**src/rtl/data_ram_bridge_pkg.sv**
```systemverilog
// Shared types for the data-RAM to 16-bit SRAM bridge: operation codes,
// FSM state encoding and the helper that picks the first half-word phase.
package data_ram_bridge_pkg;

   localparam logic RAM_READ  = 1'b0;
   localparam logic RAM_WRITE = 1'b1;

   typedef enum logic [1:0] {
      DRB_IDLE = 2'd0,
      DRB_HI   = 2'd1,
      DRB_LO   = 2'd2,
      DRB_DONE = 2'd3
   } drb_state_t;

   // Half-word phases with no selected lane are skipped entirely
   function automatic drb_state_t first_phase(input logic [3:0] sel);
      if (sel[3:2] != 2'b00) begin
         return DRB_HI;
      end else if (sel[1:0] != 2'b00) begin
         return DRB_LO;
      end else begin
         return DRB_DONE;
      end
   endfunction

endpackage

```
**src/rtl/sram_phase_counter.sv**
```systemverilog
// Cycle counter for one SRAM half-word phase: counts 0..WAIT_STATES and
// flags the final cycle, where reads are captured and write data is held.
module sram_phase_counter #(
   parameter int WAIT_STATES = 2
) (
   input  logic clock,
   input  logic reset,
   input  logic load,
   input  logic tick,
   output logic last
);

   localparam int CntWidth = $clog2(WAIT_STATES + 1);

   logic [CntWidth-1:0] count;

   always_ff @(posedge clock or negedge reset) begin
      if (!reset) begin
         count <= '0;
      end else if (load) begin
         count <= '0;
      end else if (tick) begin
         count <= count + CntWidth'(1);
      end
   end

   assign last = (count == CntWidth'(WAIT_STATES));

endmodule

```
**src/rtl/data_ram_bridge.sv**
```systemverilog
// Responder for the CPU data-RAM port, serving 32-bit words from a 16-bit
// asynchronous SRAM in up to two half-word phases. Define DATA_RAM_ERR_EN for a sticky sel=0 error flag.
module data_ram_bridge
   import data_ram_bridge_pkg::*;
#(
   parameter int SRAM_ADDR_WIDTH = 20,
   parameter int WAIT_STATES     = 2
) (
   input  logic                       clock,
   input  logic                       reset,
   input  logic                       ram_chip_enable,
   input  logic                       ram_operation,
   input  logic [31:0]                ram_addr,
   input  logic [3:0]                 ram_select_signal,
   input  logic [31:0]                ram_write_data,
   output logic [31:0]                ram_read_data,
   output logic                       stall_request,
   output logic [SRAM_ADDR_WIDTH-1:0] sram_addr,
   output logic [15:0]                sram_data_out,
   output logic                       sram_data_oe,
   input  logic [15:0]                sram_data_in,
   output logic                       sram_ce_n,
   output logic                       sram_oe_n,
   output logic                       sram_we_n,
   output logic                       sram_ub_n,
   output logic                       sram_lb_n,
   output logic                       access_error
);

   drb_state_t  state;
   drb_state_t  state_next;
   logic        in_phase;
   logic        phase_last;
   logic        is_write;
   logic        start_access;
   logic [1:0]  lane_sel;
   logic [15:0] lane_mask;
   logic        unused_addr_bits;

   assign in_phase     = (state == DRB_HI) || (state == DRB_LO);
   assign is_write     = (ram_operation == RAM_WRITE);
   assign start_access = (state == DRB_IDLE) && ram_chip_enable;
   assign lane_sel     = (state == DRB_LO) ? ram_select_signal[1:0] : ram_select_signal[3:2];
   assign lane_mask    = {{8{lane_sel[1]}}, {8{lane_sel[0]}}};
   assign stall_request = ram_chip_enable && (state != DRB_DONE);
   assign unused_addr_bits = ^{ram_addr[31:SRAM_ADDR_WIDTH+1], ram_addr[1:0]};

   sram_phase_counter #(
      .WAIT_STATES (WAIT_STATES)
   ) u_phase_counter (
      .clock (clock),
      .reset (reset),
      .load  (!in_phase || phase_last),
      .tick  (in_phase && !phase_last),
      .last  (phase_last)
   );

   // State register
   always_ff @(posedge clock or negedge reset) begin
      if (!reset) begin
         state <= DRB_IDLE;
      end else begin
         state <= state_next;
      end
   end

   // A flush (enable dropped) lets the current phase finish, then returns to IDLE without DONE
   always_comb begin
      state_next = state;
      case (state)
         DRB_IDLE: begin
            if (ram_chip_enable) begin
               state_next = first_phase(ram_select_signal);
            end
         end
         DRB_HI: begin
            if (phase_last) begin
               if (!ram_chip_enable) begin
                  state_next = DRB_IDLE;
               end else if (ram_select_signal[1:0] != 2'b00) begin
                  state_next = DRB_LO;
               end else begin
                  state_next = DRB_DONE;
               end
            end
         end
         DRB_LO: begin
            if (phase_last) begin
               state_next = ram_chip_enable ? DRB_DONE : DRB_IDLE;
            end
         end
         default: state_next = DRB_IDLE;
      endcase
   end

   // SRAM strobes; the last cycle of a write phase releases we_n to hold address and data
   always_comb begin
      sram_ce_n     = 1'b1;
      sram_oe_n     = 1'b1;
      sram_we_n     = 1'b1;
      sram_ub_n     = 1'b1;
      sram_lb_n     = 1'b1;
      sram_data_oe  = 1'b0;
      sram_data_out = 16'h0000;
      sram_addr     = '0;
      if (in_phase) begin
         sram_ce_n = 1'b0;
         sram_ub_n = ~lane_sel[1];
         sram_lb_n = ~lane_sel[0];
         sram_addr = {ram_addr[SRAM_ADDR_WIDTH:2], (state == DRB_LO)};
         if (is_write) begin
            sram_data_oe  = 1'b1;
            sram_we_n     = phase_last;
            sram_data_out = (state == DRB_LO) ? ram_write_data[15:0] : ram_write_data[31:16];
         end else begin
            sram_oe_n = 1'b0;
         end
      end
   end

   // Read data is cleared at access start so lanes never touched read back as zero
   always_ff @(posedge clock or negedge reset) begin
      if (!reset) begin
         ram_read_data <= 32'h0000_0000;
      end else if (start_access && (ram_select_signal != 4'b0000)) begin
         ram_read_data <= 32'h0000_0000;
      end else if (in_phase && phase_last && !is_write) begin
         if (state == DRB_HI) begin
            ram_read_data[31:16] <= sram_data_in & lane_mask;
         end else begin
            ram_read_data[15:0] <= sram_data_in & lane_mask;
         end
      end
   end

`ifdef DATA_RAM_ERR_EN
   // Sticky until reset: an empty byte select comes from a misaligned sub-word access
   always_ff @(posedge clock or negedge reset) begin
      if (!reset) begin
         access_error <= 1'b0;
      end else if (start_access && (ram_select_signal == 4'b0000)) begin
         access_error <= 1'b1;
      end
   end
`else
   assign access_error = 1'b0;
`endif

endmodule
```
**config.mk**
```make
export PLATFORM = sky130hd
export DESIGN_NAME = data_ram_bridge
export DESIGN_NICKNAME = d
export VERILOG_FILES = /design/src/rtl/data_ram_bridge_pkg.sv /design/src/rtl/sram_phase_counter.sv /design/src/rtl/data_ram_bridge.sv
export SDC_FILE = /design/constraint.sdc
export NUM_CORES = 1
export LEC_CHECK = 0
export BUFFER_PORTS_ARGS = -buffer_cell sky130_fd_sc_hd__clkbuf_2
export CAP_MARGIN = 15
export CORE_UTILIZATION = 40
export CTS_CLUSTER_SIZE = 10
export DETAILED_ROUTE_END_ITERATION = 10
export GPL_ROUTABILITY_DRIVEN = 0
export GPL_TIMING_DRIVEN = 0
export HOLD_SLACK_MARGIN = 0.15
export PLACE_DENSITY_LB_ADDON = 0.05
export SLEW_MARGIN = 0
export SYNTH_ARGS = -nofsm -noshare
export SYNTH_HDL_FRONTEND = slang
export SYNTH_SLANG_ARGS = --single-unit
```
**constraint.sdc**
```tcl
create_clock -name clock -period 2.1 [get_ports clock]
set_input_delay 0.105 -clock clock [delete_from_list [all_inputs] [get_ports clock]]
set_output_delay 0.105 -clock clock [all_outputs]
set_load 0.01 [all_outputs]
```
==> results.cfg <==
[yosys]
ys_seq_area_share_pct = 42.7
yosysUniqueCellTypes = 27
synth_nets = 343
synth.largest_area_cell = dfrtp_1
synth_area_per_cell_um2 = 8.54
synthArstFlopShare_pct = 100
post-synth-top-area-fraction_pct = 42.7
yosys_register_bits = 36
syn_inst = 247
synth_warnings = 0
synth-edff-count = 0
synthFlopType = dfrtp_1
synthesis.area_um2 = 2110
synthTopCellsByArea = dfrtp_1 43%, a21oi_1 7.8%, mux2i_1 7.6%, nand3_1 7.6%, nand2_1 6.8%

[worst_setup_path]
end_kind = output pin
path_class = reg -> out
path_cells = inv_1, ha_2, mux2_4, buf_2, nand2_1, clkbuf_2
critPathRequiredTime_ns = 2.00
crit_fanout = 10
path_delay_family = buffers and inverters
crit_buf_inv = 3
slowest_delay_ns = 0.45
cp_slowest_cell = dfrtp_2
startpoint_type = register
critPathArrivalTime_ns = 1.91

[timing]
hold_slack_ns = 0.244
worstMarginPinSlew_ns = 0.893
setup_ws_ns = 0.0830
maxSlewHeadroom_pct = 40.4
post-route-min-period_ns = 2.02
min_period_over_period_pct = 96.0
finClkSkew_ns = 0.00752
setup_viol = 0
hold_viol = 0
max_freq_mhz = 496
rsz0062_at_grt = yes
drv_slew = 0

[place]
dp_slack_ns = 0.109
post-dp-hpwl_mm = 4.55
placed_area_um2 = 2940
io_buffers = 149

[routing]
routedWlPerCell_um = 12.3
antenna_left = 0
avgViaCountPerCell = 4.67
drt_iter0_drc = 64
firstDrtPassIters = 4
drc_errors = 0
num_vias = 2289
wl_mm = 6.02

[die]
core_area_um2 = 5110
die_area_um2 = 5570
num_rows = 26
num_io_pins = 164
initial_core_util_pct = 41.3
die_w_um = 74.6
die_y_um = 74.6

[power_and_ir_drop]
p_comb_share_pct = 54.8
power_density_nw_per_um2 = 921
internal-power_uw = 1720
p_leak_uw = 0.00172
seqPwrFrac_pct = 27.5
p_switching_uw = 1250
ir_worst_vdd_mv = 0.608
switching_share_pct = 42.1
pwr-share-clk_pct = 17.7

[layout]
final_design_area_no_fill_um2 = 3220
drive_above_1_share_pct = 42.6
fill_cells = 497
diodes = 0
syn2layout_area_growth_pct = 52.9
fin_nets = 515

[clocking]
root_buffer = clkbuf_8
post-cts-setup-buffers = 0
cts_max_level = 2
clock_latency_ns = 0.29
cts_num_sinks = 36
cts_tree = done
cts_buffer_depth = 2
numCtsBuffers = 5
path_clk_slew_ns = 0.07

[grt]
grt_pass1_vias = 1998
grt_pass1_wl_mm = 8.98
antenna_found_initial = 0
track_usage_pct = 21.4
grt_max_degree = 37
grt_overflow_total = 0

[hold_path]
min_path_type = in -> reg

[run]
drv_cap = 0

[status]
status = finished clean
[cell usage in the layout, fill, tap and decap left out, types with 2 or more instances in the layout]
master,Yosys,routed
ha_1,8,6
buf_2,8,6
o21ai_0,2,2
ha_2,0,2
a21o_1,2,2
clkbuf_2,0,151
or2b_1,2,2
dfrtp_1,36,34
nor2_1,21,21
mux2_4,0,2
clkbuf_8,0,6
a21oi_1,33,33
dlygate4sd3_1,0,17
or2_1,2,2
inv_1,7,7
nand3_1,32,32
dfrtp_2,0,2
buf_6,2,2
nor2_4,2,2
and2_1,19,19
mux2i_1,16,16
clkbuf_1,6,5
nand2_1,38,37
[sequential cells by signal, summed over array words and instances (netlist names)]
register and flops:
ram_read_data 32, state 2, u_phase_counter.count 2
[Yosys cell counts, drive strengths merged (2+ instances only)]
cell type	count
mux2i	16
nand2	38
ha	8
nand3	32
or2b	2
mux2	2
a21oi	33
o21ai	2
nor2	23
clkbuf	6
and2	19
dfrtp	36
buf	11
a21o	2
or2	3
inv	7
[layer usage]
metal	share of wire [%]	GRT usage, %	vias to the layer above
met1	42	26.1	1015
met2	51	37.4	104
met5	0	0	-
met4	1.4	6.50	0
li1	-	-	1163
met3	5.9	4.88	7
[worst paths after layout]
kind                                          start                  endpoint  slack (ns)  cells past startpoint
max                                        state[0]                 sram_lb_n        0.08                      6
min                                 ram_chip_enable                  state[0]        0.24                      3
max reg2reg                                state[0]         ram_read_data[13]        0.22                      8
min reg2reg                u_phase_counter.count[0]  u_phase_counter.count[0]        0.42                      1
max in group asynchronous                     reset                  state[0]        1.02                      2
min in group asynchronous                     reset         ram_read_data[26]        0.48                      2
[power groups by stage]
stage | combinational, uW | sequential, uW | clock (uW)
2_1_floorplan | 977 | 834 | 0
3_3_place_gp | 1580 | 825 | 0
3_5_place_dp | 1580 | 829 | 0
4_1_cts | 1630 | 817 | 532
5_1_grt | 1810 | 827 | 575
6_report | 1630 | 818 | 526
[timing repair]
action	CTS	global route
resized for setup	6	5
endpoints found under the hold margin	68	0
hold buffers	17	0
endpoints found under the setup margin	14	26
pin swaps	0	0
[kinds of logic after synthesis]
group           Yosys count  share of synthesized area (%)
compound gates           41                           10.4
flops                    36                           42.7
fa+ha+maj                 8                           4.75
mux                      18                           8.66
simple gates            119                           27.7
buf+inv                  24                           5.64
other cells               1                          0.178
[cell type report]
cell class / instances / area (um2) / share of cell area [%]
well taps: 70 / 87.6 / 2.72
flip-flops and latches: 36 / 903 / 28.0
repair buffers: 166 / 916 / 28.4
clock buffers: 7 / 86.3 / 2.68
plain buffers: 16 / 92.6 / 2.87
clock inverters: 1 / 7.51 / 0.233
inverters: 7 / 26.3 / 0.815
multi-input cells: 187 / 1100 / 34.2
[stage by stage]
stage                     util, %  cells  power (uW)  setup TNS (ns)
final                        63.1    490        2970               0
after global routing         63.1    490        3210          -0.137
after CTS                    62.9    490        2980               0
after detailed placement     57.6    466        2410               0
after global placement       57.6    466        2400               0
after floorplan                 -    247        1810               0
[tightest hold or removal path, cell delays in order]
cell and delay, ns:
clkbuf_2 0.12, a22oi_1 0.17, o31ai_1 0.09
Power figures use the tool's default switching activity.
